--- src/rtl/handshake_pipe_pkg.sv ---
// Shared constants for the handshake pipe chain: register-mode selectors.
package handshake_pipe_pkg;
   localparam int MODE_BYPASS = 0;
   localparam int MODE_VALID  = 1;
   localparam int MODE_READY  = 2;
   localparam int MODE_BOTH   = 3;
endpackage

--- src/rtl/handshake_pipe_stage.sv ---
// One valid/ready stage: forward reg (1 cycle, comb ready), skid (0 cycles, registered ready),
// or both (1 cycle, registered ready, holds two entries). Flush clears valid flags only.
module handshake_pipe_stage
   import handshake_pipe_pkg::*;
#(
   parameter int DATA_W = 32,
   parameter int MODE   = MODE_BOTH
) (
   input  logic              clk_i,
   input  logic              rst_n_i,
   input  logic              flush_i,
   input  logic              in_vld_i,
   input  logic [DATA_W-1:0] in_dat_i,
   output logic              in_rdy_o,
   output logic              out_vld_o,
   output logic [DATA_W-1:0] out_dat_o,
   input  logic              out_rdy_i
);
   if (MODE == MODE_VALID) begin : g_valid
      logic              vld_q, vld_d;
      logic [DATA_W-1:0] dat_q, dat_d;

      assign in_rdy_o  = !vld_q || out_rdy_i;
      assign out_vld_o = vld_q;
      assign out_dat_o = dat_q;

      always_comb begin
         vld_d = vld_q;
         dat_d = dat_q;
         if (in_rdy_o) begin
            vld_d = in_vld_i;
            if (in_vld_i) dat_d = in_dat_i;
         end
         if (flush_i) vld_d = 1'b0;
      end

      always_ff @(posedge clk_i) begin
         if (!rst_n_i) begin
            vld_q <= 1'b0;
            dat_q <= '0;
         end else begin
            vld_q <= vld_d;
            dat_q <= dat_d;
         end
      end
   end else if (MODE == MODE_READY) begin : g_ready
      logic              skid_vld_q, skid_vld_d;
      logic [DATA_W-1:0] skid_dat_q, skid_dat_d;

      assign in_rdy_o  = !skid_vld_q;
      assign out_vld_o = skid_vld_q || in_vld_i;
      assign out_dat_o = skid_vld_q ? skid_dat_q : in_dat_i;

      always_comb begin
         skid_vld_d = skid_vld_q;
         skid_dat_d = skid_dat_q;
         if (skid_vld_q) begin
            if (out_rdy_i) skid_vld_d = 1'b0;
         end else if (in_vld_i && !out_rdy_i) begin
            skid_vld_d = 1'b1;
            skid_dat_d = in_dat_i;
         end
         if (flush_i) skid_vld_d = 1'b0;
      end

      always_ff @(posedge clk_i) begin
         if (!rst_n_i) begin
            skid_vld_q <= 1'b0;
            skid_dat_q <= '0;
         end else begin
            skid_vld_q <= skid_vld_d;
            skid_dat_q <= skid_dat_d;
         end
      end
   end else begin : g_both
      logic              vld_q, vld_d, skid_vld_q, skid_vld_d;
      logic [DATA_W-1:0] dat_q, dat_d, skid_dat_q, skid_dat_d;
      logic              in_fire, out_fire;

      assign in_rdy_o  = !skid_vld_q;
      assign out_vld_o = vld_q;
      assign out_dat_o = dat_q;
      assign in_fire   = in_vld_i && !skid_vld_q;
      assign out_fire  = vld_q && out_rdy_i;

      // The skid is only ever occupied behind a full forward register.
      always_comb begin
         vld_d      = vld_q;
         dat_d      = dat_q;
         skid_vld_d = skid_vld_q;
         skid_dat_d = skid_dat_q;
         if (skid_vld_q) begin
            if (out_fire) begin
               dat_d      = skid_dat_q;
               skid_vld_d = 1'b0;
            end
         end else if (in_fire) begin
            if (!vld_q || out_fire) begin
               vld_d = 1'b1;
               dat_d = in_dat_i;
            end else begin
               skid_vld_d = 1'b1;
               skid_dat_d = in_dat_i;
            end
         end else if (out_fire) begin
            vld_d = 1'b0;
         end
         if (flush_i) begin
            vld_d      = 1'b0;
            skid_vld_d = 1'b0;
         end
      end

      always_ff @(posedge clk_i) begin
         if (!rst_n_i) begin
            vld_q      <= 1'b0;
            dat_q      <= '0;
            skid_vld_q <= 1'b0;
            skid_dat_q <= '0;
         end else begin
            vld_q      <= vld_d;
            dat_q      <= dat_d;
            skid_vld_q <= skid_vld_d;
            skid_dat_q <= skid_dat_d;
         end
      end
   end
endmodule

--- src/rtl/handshake_pipe_chain.sv ---
// STAGES chained handshake stages with occupancy count, flush and reset gating of both ports.
// Latency STAGES (MODE 1/3) or 0 (MODE 2); MODE 0 is plain wires.
module handshake_pipe_chain
   import handshake_pipe_pkg::*;
#(
   parameter int DATA_W = 32,
   parameter int STAGES = 2,
   parameter int MODE   = MODE_BOTH,
   parameter int OCC_W  = $clog2(2*STAGES+1)
) (
   input  logic              clk,
   input  logic              rst_n,
   input  logic              flush,
   input  logic              master_valid,
   input  logic [DATA_W-1:0] master_data,
   output logic              master_ready,
   output logic              slave_valid,
   output logic [DATA_W-1:0] slave_data,
   input  logic              slave_ready,
   output logic [OCC_W-1:0]  occupancy
);
   if (STAGES < 1 || MODE < MODE_BYPASS || MODE > MODE_BOTH) begin : g_bad_param
      $error("handshake_pipe_chain: illegal STAGES or MODE");
   end

   if (MODE == MODE_BYPASS) begin : g_bypass
      logic unused_ok;
      assign unused_ok    = ^{clk, rst_n, flush};
      assign master_ready = slave_ready;
      assign slave_valid  = master_valid;
      assign slave_data   = master_data;
      assign occupancy    = '0;
   end else begin : g_chain
      logic              open_q;
      logic [STAGES:0]   vld, rdy;
      logic [DATA_W-1:0] dat [0:STAGES];
      logic              m_fire, s_fire;
      logic [OCC_W-1:0]  occ_q, occ_d;

      // Both ports are closed while in reset or flushing, so nothing moves or is counted.
      assign open_q       = rst_n && !flush;
      assign vld[0]       = master_valid && open_q;
      assign dat[0]       = master_data;
      assign master_ready = rdy[0] && open_q;
      assign rdy[STAGES]  = slave_ready && open_q;
      assign slave_valid  = vld[STAGES] && open_q;
      assign slave_data   = rst_n ? dat[STAGES] : '0;

      for (genvar i = 0; i < STAGES; i++) begin : g_stage
         handshake_pipe_stage #(
            .DATA_W (DATA_W),
            .MODE   (MODE)
         ) u_stage (
            .clk_i     (clk),
            .rst_n_i   (rst_n),
            .flush_i   (flush),
            .in_vld_i  (vld[i]),
            .in_dat_i  (dat[i]),
            .in_rdy_o  (rdy[i]),
            .out_vld_o (vld[i+1]),
            .out_dat_o (dat[i+1]),
            .out_rdy_i (rdy[i+1])
         );
      end

      assign m_fire    = master_valid && master_ready;
      assign s_fire    = slave_valid && slave_ready;
      assign occupancy = occ_q;

      always_comb begin
         occ_d = occ_q;
         if (m_fire && !s_fire)      occ_d = occ_q + OCC_W'(1);
         else if (s_fire && !m_fire) occ_d = occ_q - OCC_W'(1);
         if (flush) occ_d = '0;
      end

      always_ff @(posedge clk) begin
         if (!rst_n) occ_q <= '0;
         else        occ_q <= occ_d;
      end
   end
endmodule

--- config.mk ---
export PLATFORM = sky130hd
export DESIGN_NAME = handshake_pipe_chain
export DESIGN_NICKNAME = d
export VERILOG_FILES = /design/src/rtl/handshake_pipe_pkg.sv /design/src/rtl/handshake_pipe_stage.sv /design/src/rtl/handshake_pipe_chain.sv
export SDC_FILE = /design/constraint.sdc
export NUM_CORES = 1
export LEC_CHECK = 0
export CORE_ASPECT_RATIO = 1.2
export CORE_MARGIN = 2
export CORE_UTILIZATION = 50
export DETAILED_ROUTE_END_ITERATION = 6
export GPL_ROUTABILITY_DRIVEN = 0
export GPL_TIMING_DRIVEN = 0
export HOLD_SLACK_MARGIN = 0.02
export PLACE_DENSITY = 0.76
export SLEW_MARGIN = 15
export SYNTH_ARGS = -nofsm -noshare
export SYNTH_HDL_FRONTEND = slang
export SYNTH_SLANG_ARGS = --single-unit
--- constraint.sdc ---
create_clock -name clk -period 3.2 [get_ports clk]
set_input_delay 0.48 -clock clk [delete_from_list [all_inputs] [get_ports clk]]
set_output_delay 0.48 -clock clk [all_outputs]
set_load 0.05 [all_outputs]
### Yosys cells after proc, flatten, opt, wreduce, memory -nomap -nowiden

Index checks and enable logic that the tools add are counted.

| operators by class | value |
|---|---|
| divide/modulo/power cells | 0 |
| reduce and logical (&&, ||, !) cells | 35 |
| bitwise gates (word level) | 5 |
| $mul | 0 |
| muxes and demuxes | 25 |
| equality and inequality tests | 4 |
| magnitude comparators | 0 |
| $add $sub $neg | 2 |
| shift operators | 0 |

Operators by type and width:

| cell | count |
|---|---|
| 32-bit two-way mux | 9 |
| 3-bit AND reduction | 6 |
| 1-bit two-way mux | 14 |
| 2-bit nonzero test | 7 |
| 1-bit logical AND | 12 |
| 1-bit logical NOT | 7 |
| 3-bit two-way mux | 2 |
| 2-bit inequality test, second input constant | 3 |
| 1-bit NOT | 5 |
| 3-bit by 1-bit adder with 3-bit output, second input constant | 1 |
| 3-bit by 1-bit subtractor with 3-bit output, second input constant | 1 |
| 1-bit logical OR | 2 |
| 2-bit by 1-bit inequality test with 1-bit output, second input constant | 1 |
| 2-bit OR reduction | 1 |

| storage, ports and cells | value |
|---|---|
| word-level logic and storage cells | 80 |
| memories kept | 0 |
| output and inout bits | 37 |
| memory bits (writable) | 0 |
| bits in latches | 0 |
| input port bits | 37 |
| register bits | 135 |
| bits in read-only memories | 0 |

### Longest topological paths before layout

Gate-level depths: netlist of run 1.

| logic depth | value |
|---|---|
| word-level depth | 8 |
| gate-level depth with buffers | 10 |
| gate-level depth less buffers | 9 |

### Hierarchy

From an unflattened synthesis of run 1, not the netlist that was laid out.

| unflattened totals | value |
|---|---|
| cell total of the unflattened synthesis | 659 |
| area total of the unflattened synthesis | 6153.4 sq um |

By module, submodules not included:

| module | instances | area an instance (sq um) | cells each |
|---|---|---|---|
| handshake_pipe_stage | 2 | 2872.8 | 301 |
| handshake_pipe_chain | 1 | 407.9 | 57 |

### Worst setup path before layout of run 1

OpenSTA, ideal clock, no wires.

| timing | value |
|---|---|
| path type | input -> register |
| start point | in rst_n |
| end point | reg g_chain.occ_q[2] (netlist: occupancy[2]) |
| buffers on the path | 1 |
| data arrival time | 2.370 ns |
| required time | 3.130 ns |
| slack | 0.760 ns |
| setup time | 0.070 ns |
| cell stages on the path | 10 |
| cell sequence | buf_4 > nor2b_1 > and2_1 > nand2_1 > ha_1 > inv_1 > fa_1 > xor2_1 > or3_1 > a21oi_1 |

| on the way | value |
|---|---|
| cells in the longest elaborated chain, start to end | 6 |
| elaborated cells between the ends (all ways) | 13 |
| those cells by class | mux: 1; bitwise: 1; reduce/logical: 11 |

RTL lines:

| item | RTL line | RTL |
|---|---|---|
| start: declaration | handshake_pipe_chain.sv:12 | `input logic rst_n,` |
| 1-bit logical AND (*) | handshake_pipe_chain.sv:41 | `assign open_q = rst_n && !flush;` |
| 1-bit logical AND (*) | handshake_pipe_chain.sv:46 | `assign slave_valid = vld[STAGES] && open_q;` |
| via slave_valid | handshake_pipe_chain.sv:17 | `output logic slave_valid,` |
| 1-bit logical AND (*) | handshake_pipe_chain.sv:67 | `assign s_fire = slave_valid && slave_ready;` |
| 1-bit logical NOT | handshake_pipe_chain.sv:72 | `if (m_fire && !s_fire) occ_d = occ_q + OCC_W'(1);` |
| 1-bit logical AND | handshake_pipe_chain.sv:72 |  |
| 3-bit two-way mux / 2-bit nonzero test (equally long branches) | - |  |
| end signal: assignment | handshake_pipe_chain.sv:78 | `if (!rst_n) occ_q <= '0;` |
| end signal: assignment | handshake_pipe_chain.sv:79 | `else occ_q <= occ_d;` |
| end: declaration | handshake_pipe_chain.sv:38 | `logic [OCC_W-1:0] occ_q, occ_d;` |

Mark *: on every way through the listed nets, which the timed path passes. The rest lies on a longest branch.
A chain may end at the register's enable or synchronous reset.

### Worst setup path in the final report of run 1

| timing | value |
|---|---|
| start point | in rst_n |
| end point | out slave_data[2] |

| on the way | value |
|---|---|
| cells in the longest elaborated chain, start to end | 1 |

RTL lines:

| item | RTL line | RTL |
|---|---|---|
| 32-bit two-way mux | handshake_pipe_chain.sv:47 | `assign slave_data = rst_n ? dat[STAGES] : '0;` |
| end: declaration | handshake_pipe_chain.sv:18 | `output logic [DATA_W-1:0] slave_data,` |

Every way passes these cells.

==> results of run 1 <==
[registers in the layout (all words and copies together) (netlist names)]
register	cells
g_chain.g_stage.u_stage.out_vld_o	2
g_chain.g_stage.u_stage.g_both.skid_vld_q	2
g_chain.g_stage.u_stage.g_both.skid_dat_q	64
g_chain.g_stage.u_stage.out_dat_o	64
occupancy	3
[routing by layer]
layer,GRT usage,share of wire,vias up
met2,0.415,0.50,185
met1,0.286,0.44,2538
met4,0.0784,0.018,0
li1,-,-,2776
met3,0.0496,0.047,25
met5,0,0,-
[metrics by stage]
step | TNS (ns) | hold WS, ns | power [W] | worst slack (ns) | instances
2_1_floorplan | 0 | 0.435 | 0.00201 | 0.760 | 732
3_3_place_gp | 0 | 0.444 | 0.00213 | 0.0423 | 968
3_5_place_dp | -0.0583 | 0.448 | 0.00214 | -0.0583 | 968
4_1_cts | 0 | 0.457 | 0.00412 | 0.283 | 1000
5_1_grt | 0 | 0.483 | 0.00423 | 0.153 | 1000
6_report | 0 | 0.457 | 0.00411 | 0.256 | 1000
[power by group through the flow]
| stage | Combinational, W | Sequential (W) | Clock, W |
|---|---|---|---|
| 2_1_floorplan | 0.000229 | 0.00178 | 0 |
| 3_3_place_gp | 0.000351 | 0.00178 | 0 |
| 3_5_place_dp | 0.000360 | 0.00178 | 0 |
| 4_1_cts | 0.000362 | 0.00175 | 0.00201 |
| 5_1_grt | 0.000389 | 0.00175 | 0.00209 |
| 6_report | 0.000363 | 0.00175 | 0.00200 |
[cells by family after synthesis]
logic type	after synthesis	synth area share
AOI/OAI and AO/OA	235	0.278
and+or+nand+nor	211	0.162
DFF	135	0.419
buffers and inverters	113	0.0794
muxes	34	0.0535
xor gates and xnor gates	2	0.00271
adders and majority gates	2	0.00504
[final timing paths]
check / start / endpoint / slack [ns] / cells past startpoint
hold reg to reg: g_chain.g_stage[0].u_stage.out_dat_o[27] / flop / 0.46 / 2
setup reg to reg: g_chain.g_stage[0].u_stage.g_both.skid_vld_q / occupancy[2] / 0.67 / 9
setup / recovery: rst_n / slave_data[2] / 0.26 / 5
hold / removal: g_chain.g_stage[0].u_stage.out_dat_o[27] / flop / 0.46 / 2
[synthesized netlist by cell type]
master | n | area share
xor2_1 | 2 | 0.0027
nor2_1 | 4 | 0.0023
nand3b_1 | 1 | 0.0012
mux2_4 | 1 | 0.0023
buf_2 | 17 | 0.013
dfxtp_1 | 135 | 0.42
clkbuf_1 | 47 | 0.027
inv_2 | 1 | 0.00058
o211ai_1 | 32 | 0.037
buf_1 | 2 | 0.0012
or3_1 | 1 | 0.00097
o221a_2 | 31 | 0.054
nor2b_1 | 2 | 0.0019
nand4bb_1 | 1 | 0.0017
a211o_4 | 1 | 0.0027
nand3b_4 | 1 | 0.0031
inv_1 | 35 | 0.020
o221a_1 | 1 | 0.0017
mux2i_1 | 33 | 0.051
a221oi_1 | 2 | 0.0027
o21ai_0 | 67 | 0.052
nand2_1 | 99 | 0.058
and2_4 | 1 | 0.0014
clkinv_1 | 1 | 0.00058
nand3_1 | 32 | 0.025
nand2b_1 | 34 | 0.033
and2_1 | 34 | 0.033
and4b_1 | 1 | 0.0016
a21boi_4 | 1 | 0.0029
a21oi_1 | 67 | 0.052
a221oi_2 | 30 | 0.070
buf_6 | 8 | 0.014
ha_1 | 1 | 0.0019
fa_1 | 1 | 0.0031
a21boi_0 | 1 | 0.0012
buf_4 | 2 | 0.0023
a22oi_1 | 1 | 0.0012
o21a_1 | 1 | 0.0012
[layout make-up]
type	count	area, um2
fill	1061	4610
multi-input combinational	484	3240
sequential	135	2700
timing repair buffer	72	721
clock buffer	24	502
buffer	76	374
tap	164	205
inverter	37	139
clock inverter	8	118
[worst max-delay path: stages]
cell and delay [ns]:
buf_4 0.15, clkbuf_1 0.44, clkbuf_1 0.41, and2_1 0.19, clkdlybuf4s50_1 0.80
==> flow_summary_export.csv, run 1 <==
group,metric,value,unit
status,outcome,"complete, no violations",
cts,cts-resized-gates,0,
floorplanning,coreArea,12600,um2
power_and_ir_drop,pwr_density_cell,514,nW/um2
timing,timing.max_slew.rel_slack,0.568,
timing,max_slew.worst_pin.slew,0.648,ns
floorplanning,boundaryPins,74,
power_and_ir_drop,share_comb_of_total_power,0.088,
min_path,hp-class,"flop to flop",
logic_synthesis,yosys_warnings,0,
drt,dr.first_iter.drc_count,257,
layout,layout.nets,862,
logic_synthesis,ys_seq_elements,135,
drt,viasPerCell,5.52,
logic_synthesis,seq_area_frac_synth,0.419,
placement,hpwlAfterDp,12.4,mm
placement,port_buffers,72,
drt,drt.antenna.violating_nets,0,
power_and_ir_drop,cell_internal_pwr,0.00320,W
layout,layout_common_cells,"135 x dfxtp_1, 99 x nand2_1, 72 x clkdlybuf4s50_1, 67 x o21ai_0, 67 x a21oi_1",
layout,mostFrequentLayoutCell,"dfxtp_1",
global_route,number_of_antenna_violations_at_the_first_check_in_global_routing,0,
floorplanning,start_util,0.512,
timing,final-setup-viol-count,0,
global_route,globalRouteTotalUtil,0.236,
timing,report.final.slew_viol_count,0,
power_and_ir_drop,netSwitchingPower,0.000915,W
timing,rsz0062_at_grt,"false",
logic_synthesis,syn-mean-instance-area,8.82,um2
logic_synthesis,synth_fp_nets,771,
power_and_ir_drop,power_leakage,2.64,nW
global_route,gr-total-overflow,0,
placement,place_area,7380,um2
cts,htree_levels,4,
layout,area_growth_syn_to_layout,23.9,%
worst_setup_path,critical_path.endpoint_type,"primary output",
cts,path_clk_slew,0.05,ns
global_route,grt_max_degree,17,
cts,cts.sinks,135,
cts,cts_root_buffer,"clkbuf_16",
drt,via_count,5524,
timing,finClkSkew,0.00756,ns
drt,detailedRoute.firstPassIterationCount,5,
layout,utilization_after_layout,0.635,
timing,post-route-min-period,2.94,ns
cts,numCtsBuffers,17,
timing,achievable-frequency,340,MHz
worst_setup_path,timing.critical_path.arrival,2.46,ns
timing,hold_viol,0,
power_and_ir_drop,max-vdd-ir-drop,0.347,mV
global_route,grt_first_pass_wirelength,26.2,mm
layout,antenna_cells,0,
worst_setup_path,worst-endpoint-required,2.72,ns
floorplanning,row_count,45,
drt,postRouteWirelength,16.1,mm
floorplanning,dieHeight,128,um
cts,clk-insertion-delay-late,0.41,ns
worst_setup_path,cp-start-kind,"input port",
floorplanning,floorplan.die_area,13800,um2
run,drv_cap,0,
logic_synthesis,syn-cell-area,6460,um2
global_route,via_count_of_the_first_global_routing_pass,5454,
drt,drc_errors,0,
cts,quantity_of_hold_fixing_buffers_added_after_cts,0,
cts,buffers_inserted_during_post_cts_setup_optimization,0,
timing,timing.final.crit_share,0.920,
cts,cts_tree,"yes",
power_and_ir_drop,clkPwrFrac,0.487,
cts,clockBufferDepth,2,
logic_synthesis,synth.lib_cells_used.distinct,38,
power_and_ir_drop,power_switching_share,0.222,
floorplanning,dieWidth,108,um
layout,layout-drive-gt1-share,0.148,
power_and_ir_drop,share_seq_of_total_power,0.425,
worst_setup_path,crit_path_class,"input port to primary output",
logic_synthesis,postSynthCellCount,732,
drt,post_drt_wl_per_cell,16.1,um
layout,fin_area,8000,um2
worst_setup_path,timing.critical_path.fanout_max,10,
(Power assumes the default switching activity.)
==> run 2, diff against run 1 <==
- CORE_UTILIZATION: 50 -> 44
- HOLD_SLACK_MARGIN: 0.02 -> 0.12
- PLACE_DENSITY: 0.76 -> 0.69
==> flow_summary_export.csv, run 2 (synthesis results as in run 1) <==
group,metric,value,unit
worst_setup_path,worst-endpoint-required,2.72,ns
global_route,grt_max_degree,17,
floorplanning,dieHeight,137,um
cts,clockBufferDepth,2,
timing,hold_viol,0,
floorplanning,coreArea,14400,um2
layout,layout_common_cells,"135 x dfxtp_1, 99 x nand2_1, 72 x clkdlybuf4s50_1, 67 x o21ai_0, 67 x a21oi_1",
drt,drc_errors,0,
cts,cts-resized-gates,0,
layout,antenna_cells,0,
timing,timing.max_slew.rel_slack,0.553,
layout,storage_cell_area,2700,um2
timing,final-setup-viol-count,0,
cts,numCtsBuffers,17,
power_and_ir_drop,pwr_density_cell,544,nW/um2
cts,cts_root_buffer,"clkbuf_16",
worst_setup_path,critical_path.endpoint,"slave_data[1]",
timing,achievable-frequency,335,MHz
worst_setup_path,critical_path.endpoint_type,"primary output",
drt,drt.antenna.violating_nets,0,
layout,layout-drive-gt1-share,0.147,
run,drv_cap,0,
layout,layout.nets,862,
min_path,min-delay-start,"g_chain.g_stage[0].u_stage.out_dat_o[30]",
floorplanning,boundaryPins,74,
layout,mostFrequentLayoutCell,"dfxtp_1",
timing,rsz0062_at_grt,"false",
min_path,hp-class,"flop to flop",
floorplanning,floorplan.die_area,15700,um2
floorplanning,dieWidth,115,um
worst_setup_path,r2r_slack,0.68,ns
timing,finClkSkew,0.0105,ns
global_route,number_of_antenna_violations_at_the_first_check_in_global_routing,0,
worst_setup_path,regToRegEndpoint,"occupancy[2]",
layout,final_cells,1010,
drt,viasPerCell,5.34,
placement,hpwlAfterDp,12.6,mm
placement,placement.setup.worst_slack,-0.0370,ns
timing,report.final.slew_viol_count,0,
floorplanning,row_count,48,
cts,quantity_of_hold_fixing_buffers_added_after_cts,0,
global_route,gr-total-overflow,0,
timing,max_slew.worst_pin.slew,0.670,ns
drt,detailedRoute.firstPassIterationCount,5,
power_and_ir_drop,power.total,0.00441,W
cts,path_clk_slew,0.06,ns
drt,postRouteWirelength,16.2,mm
worst_setup_path,crit_path_start,"rst_n",
cts,cts_tree,"yes",
timing,timing.final.crit_share,0.932,
timing,timing.hold.ws,0.455,ns
worst_setup_path,timing.critical_path.arrival,2.50,ns
power_and_ir_drop,max-vdd-ir-drop,0.335,mV
layout,utilization_after_layout,0.564,
cts,cts.sinks,135,
worst_setup_path,cp-start-kind,"input port",
timing,setup_ws_post_layout,0.219,ns
global_route,via_count_of_the_first_global_routing_pass,5361,
placement,port_buffers,72,
cts,htree_levels,4,
placement,placedCellCount,979,
global_route,globalRouteTotalUtil,0.211,
worst_setup_path,r2r.worst_path.cells,9,
status,outcome,"complete, no violations",
layout,num-fill-cells,1269,
global_route,grt_first_pass_wirelength,26.2,mm
cts,clk-insertion-delay-late,0.41,ns
timing,post-route-min-period,2.98,ns
power_and_ir_drop,power_leakage,2.68,nW
drt,via_count,5396,
layout,multi_input_comb_area,3240,um2
floorplanning,start_util,0.450,
cts,buffers_inserted_during_post_cts_setup_optimization,0,
drt,post_drt_wl_per_cell,16.0,um
layout,area_growth_syn_to_layout,25.4,%
worst_setup_path,crit_path_class,"input port to primary output",
worst_setup_path,r2r-start,"g_chain.g_stage[0].u_stage.g_both.skid_vld_q",
drt,dr.first_iter.drc_count,347,
worst_setup_path,timing.critical_path.fanout_max,10,
[run 2: changes by cell type in the layout (fill, tap and decap cells not counted)]
| cell | previous run | this run |
|---|---|---|
| bufinv_16 | 3 | 7 |
| clkbuf_8 | 5 | 4 |
| clkinv_2 | 4 | 1 |
| clkinvlp_4 | 1 | 0 |
[run 2: power breakdown]
part | switching (W) | internal, W | total (W)
Sequential | 0.0000218 | 0.00173 | 0.00175
Combinational | 0.000212 | 0.000150 | 0.000362
Clock | 0.000679 | 0.00162 | 0.00230
Total | 0.000913 | 0.00349 | 0.00441
[run 2: per-stage QoR]
step                      instance area (um2)  TNS [ns]
after global routing                     8100         0
after detailed placement                 7400   -0.0370
after global placement                   7400         0
final                                    8100         0
after CTS                                8100         0
after floorplan                          6460         0
[run 2: final cells by class]
class	count	share of cell area
tap	175	0.0270
clock buffer	23	0.0602
timing repair buffer	72	0.0890
sequential	135	0.334
inverter	37	0.0171
multi-input combinational	484	0.400
buffer	76	0.0462
clock inverter	8	0.0266
[run 2: metal layers]
metal / part of all wire / GRT usage
met1: 0.45 / 0.255
met2: 0.49 / 0.366
met3: 0.048 / 0.0509
met4: 0.017 / 0.0725
met5: 0 / 0
[run 2: worst min path at each step]
stage | endpoint | slack (ns) | cells after the start
3_3_place_gp | flop | 0.44 | 2
3_5_place_dp | flop | 0.45 | 2
2_1_floorplan | g_chain.g_stage[1].u_stage.g_both.skid_dat_q[0] | 0.43 | 2
6_report | flop | 0.45 | 2
5_1_grt | g_chain.g_stage[1].u_stage.g_both.skid_dat_q[7] | 0.47 | 2
4_1_cts | flop | 0.46 | 2
[run 2: worst max-delay path, cell delays in order]
cell and delay [ns]:
buf_4 0.16, clkbuf_1 0.45, clkbuf_1 0.42, and2_1 0.19, clkdlybuf4s50_1 0.80
==> run 3, diff against run 2 <==
- PLACE_DENSITY: 0.69 -> 0.73
==> flow_summary_export.csv, run 3 (synthesis results as in run 1) <==
group,metric,value,unit
status,outcome,"complete, no violations",
timing,achievable-frequency,336,MHz
drt,viasPerCell,5.27,
power_and_ir_drop,clkPwrFrac,0.449,
floorplanning,boundaryPins,74,
run,drv_cap,0,
drt,postRouteWirelength,15.2,mm
floorplanning,floorplan.die_area,15700,um2
placement,place_area,7400,um2
timing,finClkSkew,0.00921,ns
worst_setup_path,timing.critical_path.arrival,2.50,ns
layout,area_growth_syn_to_layout,22.5,%
power_and_ir_drop,share_seq_of_total_power,0.456,
power_and_ir_drop,pwr_density_cell,484,nW/um2
power_and_ir_drop,share_comb_of_total_power,0.094,
min_path,min-delay-start,"g_chain.g_stage[0].u_stage.out_dat_o[1]",
drt,dr.first_iter.drc_count,198,
power_and_ir_drop,power_leakage,2.59,nW
floorplanning,start_util,0.450,
cts,htree_levels,4,
drt,detailedRoute.firstPassIterationCount,5,
layout,layout_common_cells,"135 x dfxtp_1, 99 x nand2_1, 72 x clkdlybuf4s50_1, 67 x o21ai_0, 67 x a21oi_1",
min_path,hp-class,"flop to flop",
timing,rsz0062_at_grt,"false",
drt,drc_errors,0,
power_and_ir_drop,max-vdd-ir-drop,0.259,mV
global_route,gr-total-overflow,0,
worst_setup_path,critical_path.endpoint,"slave_data[0]",
timing,hold_viol,0,
layout,antenna_cells,0,
layout,utilization_after_layout,0.551,
floorplanning,row_count,48,
worst_setup_path,critical_path.endpoint_type,"primary output",
floorplanning,dieHeight,137,um
drt,post_drt_wl_per_cell,15.1,um
worst_setup_path,r2r-start,"g_chain.g_stage[0].u_stage.g_both.skid_vld_q",
cts,clockBufferDepth,2,
timing,post-route-min-period,2.98,ns
placement,hpwlAfterDp,11.8,mm
power_and_ir_drop,power_switching_share,0.229,
worst_setup_path,r2r.worst_path.cells,9,
layout,layout-drive-gt1-share,0.143,
cts,path_clk_slew,0.05,ns
cts,numCtsBuffers,17,
drt,drt.antenna.violating_nets,0,
worst_setup_path,cp-start-kind,"input port",
timing,timing.max_slew.rel_slack,0.562,
global_route,globalRouteTotalUtil,0.198,
global_route,via_count_of_the_first_global_routing_pass,5106,
worst_setup_path,crit_path_start,"rst_n",
cts,cts_root_buffer,"clkbuf_16",
layout,layout.nets,862,
floorplanning,dieWidth,115,um
timing,max_slew.worst_pin.slew,0.657,ns
timing,timing.final.crit_share,0.931,
cts,cts.sinks,135,
cts,cts-resized-gates,0,
cts,cts_tree,"yes",
placement,placement.setup.worst_slack,-0.0303,ns
power_and_ir_drop,netSwitchingPower,0.000877,W
drt,via_count,5303,
timing,setup_ws_post_layout,0.222,ns
placement,placedCellCount,979,
layout,mostFrequentLayoutCell,"dfxtp_1",
global_route,grt_first_pass_wirelength,24.7,mm
worst_setup_path,regToRegEndpoint,"occupancy[2]",
global_route,grt_max_degree,17,
layout,fin_area,7910,um2
placement,port_buffers,72,
floorplanning,coreArea,14400,um2
layout,final_cells,1006,
worst_setup_path,crit_path_class,"input port to primary output",
cts,buffers_inserted_during_post_cts_setup_optimization,0,
worst_setup_path,timing.critical_path.fanout_max,10,
timing,report.final.slew_viol_count,0,
global_route,number_of_antenna_violations_at_the_first_check_in_global_routing,0,
worst_setup_path,r2r_slack,0.69,ns
power_and_ir_drop,cell_internal_pwr,0.00295,W
cts,quantity_of_hold_fixing_buffers_added_after_cts,0,
timing,final-setup-viol-count,0,
worst_setup_path,worst-endpoint-required,2.72,ns
cts,clk-insertion-delay-late,0.41,ns
-- run 3: worst max-delay path, stage by stage --
cell             delay (ns)
buf_4                  0.16
clkbuf_1               0.44
clkbuf_1               0.42
and2_1                 0.19
clkdlybuf4s50_1        0.80
-- run 3: layout make-up --
class / instances / area (um2)
fill: 1316 / 6440
multi-input combinational: 484 / 3240
sequential: 135 / 2700
timing repair buffer: 72 / 721
clock buffer: 21 / 460
buffer: 76 / 374
tap: 175 / 219
inverter: 37 / 139
clock inverter: 6 / 55.1
-- run 3: power groups by stage --
| stage | Combinational (W) | Sequential [W] | Clock, W |
|---|---|---|---|
| 4_1_cts | 0.000361 | 0.00175 | 0.00174 |
| 3_5_place_dp | 0.000360 | 0.00178 | 0 |
| 5_1_grt | 0.000389 | 0.00175 | 0.00182 |
| 3_3_place_gp | 0.000358 | 0.00178 | 0 |
| 2_1_floorplan | 0.000229 | 0.00178 | 0 |
| 6_report | 0.000362 | 0.00175 | 0.00172 |
-- run 3: worst min-delay path by stage --
stage                                                                  to  cells past startpoint
after floorplan           g_chain.g_stage[1].u_stage.g_both.skid_dat_q[0]                      2
after global placement    g_chain.g_stage[1].u_stage.g_both.skid_dat_q[3]                      2
after detailed placement                                             flop                      2
after CTS                 g_chain.g_stage[1].u_stage.g_both.skid_dat_q[1]                      2
after global routing      g_chain.g_stage[1].u_stage.g_both.skid_dat_q[6]                      2
final                     g_chain.g_stage[1].u_stage.g_both.skid_dat_q[1]                      2
-- run 3: through the flow --
step	total power (W)	hold WS, ns	TNS [ns]
floorplan	0.00201	0.435	0
global placement	0.00214	0.444	-0.0419
detailed placement	0.00214	0.446	-0.0303
CTS	0.00385	0.450	0
global route	0.00396	0.469	0
finish	0.00383	0.451	0
-- run 3: metal layers --
metal  track usage  share of wire  up-vias
li1              -              -     2775
met1         0.248           0.46     2373
met2         0.335           0.48      126
met3        0.0416          0.041       29
met4        0.0725          0.022        0
met5             0              0        -
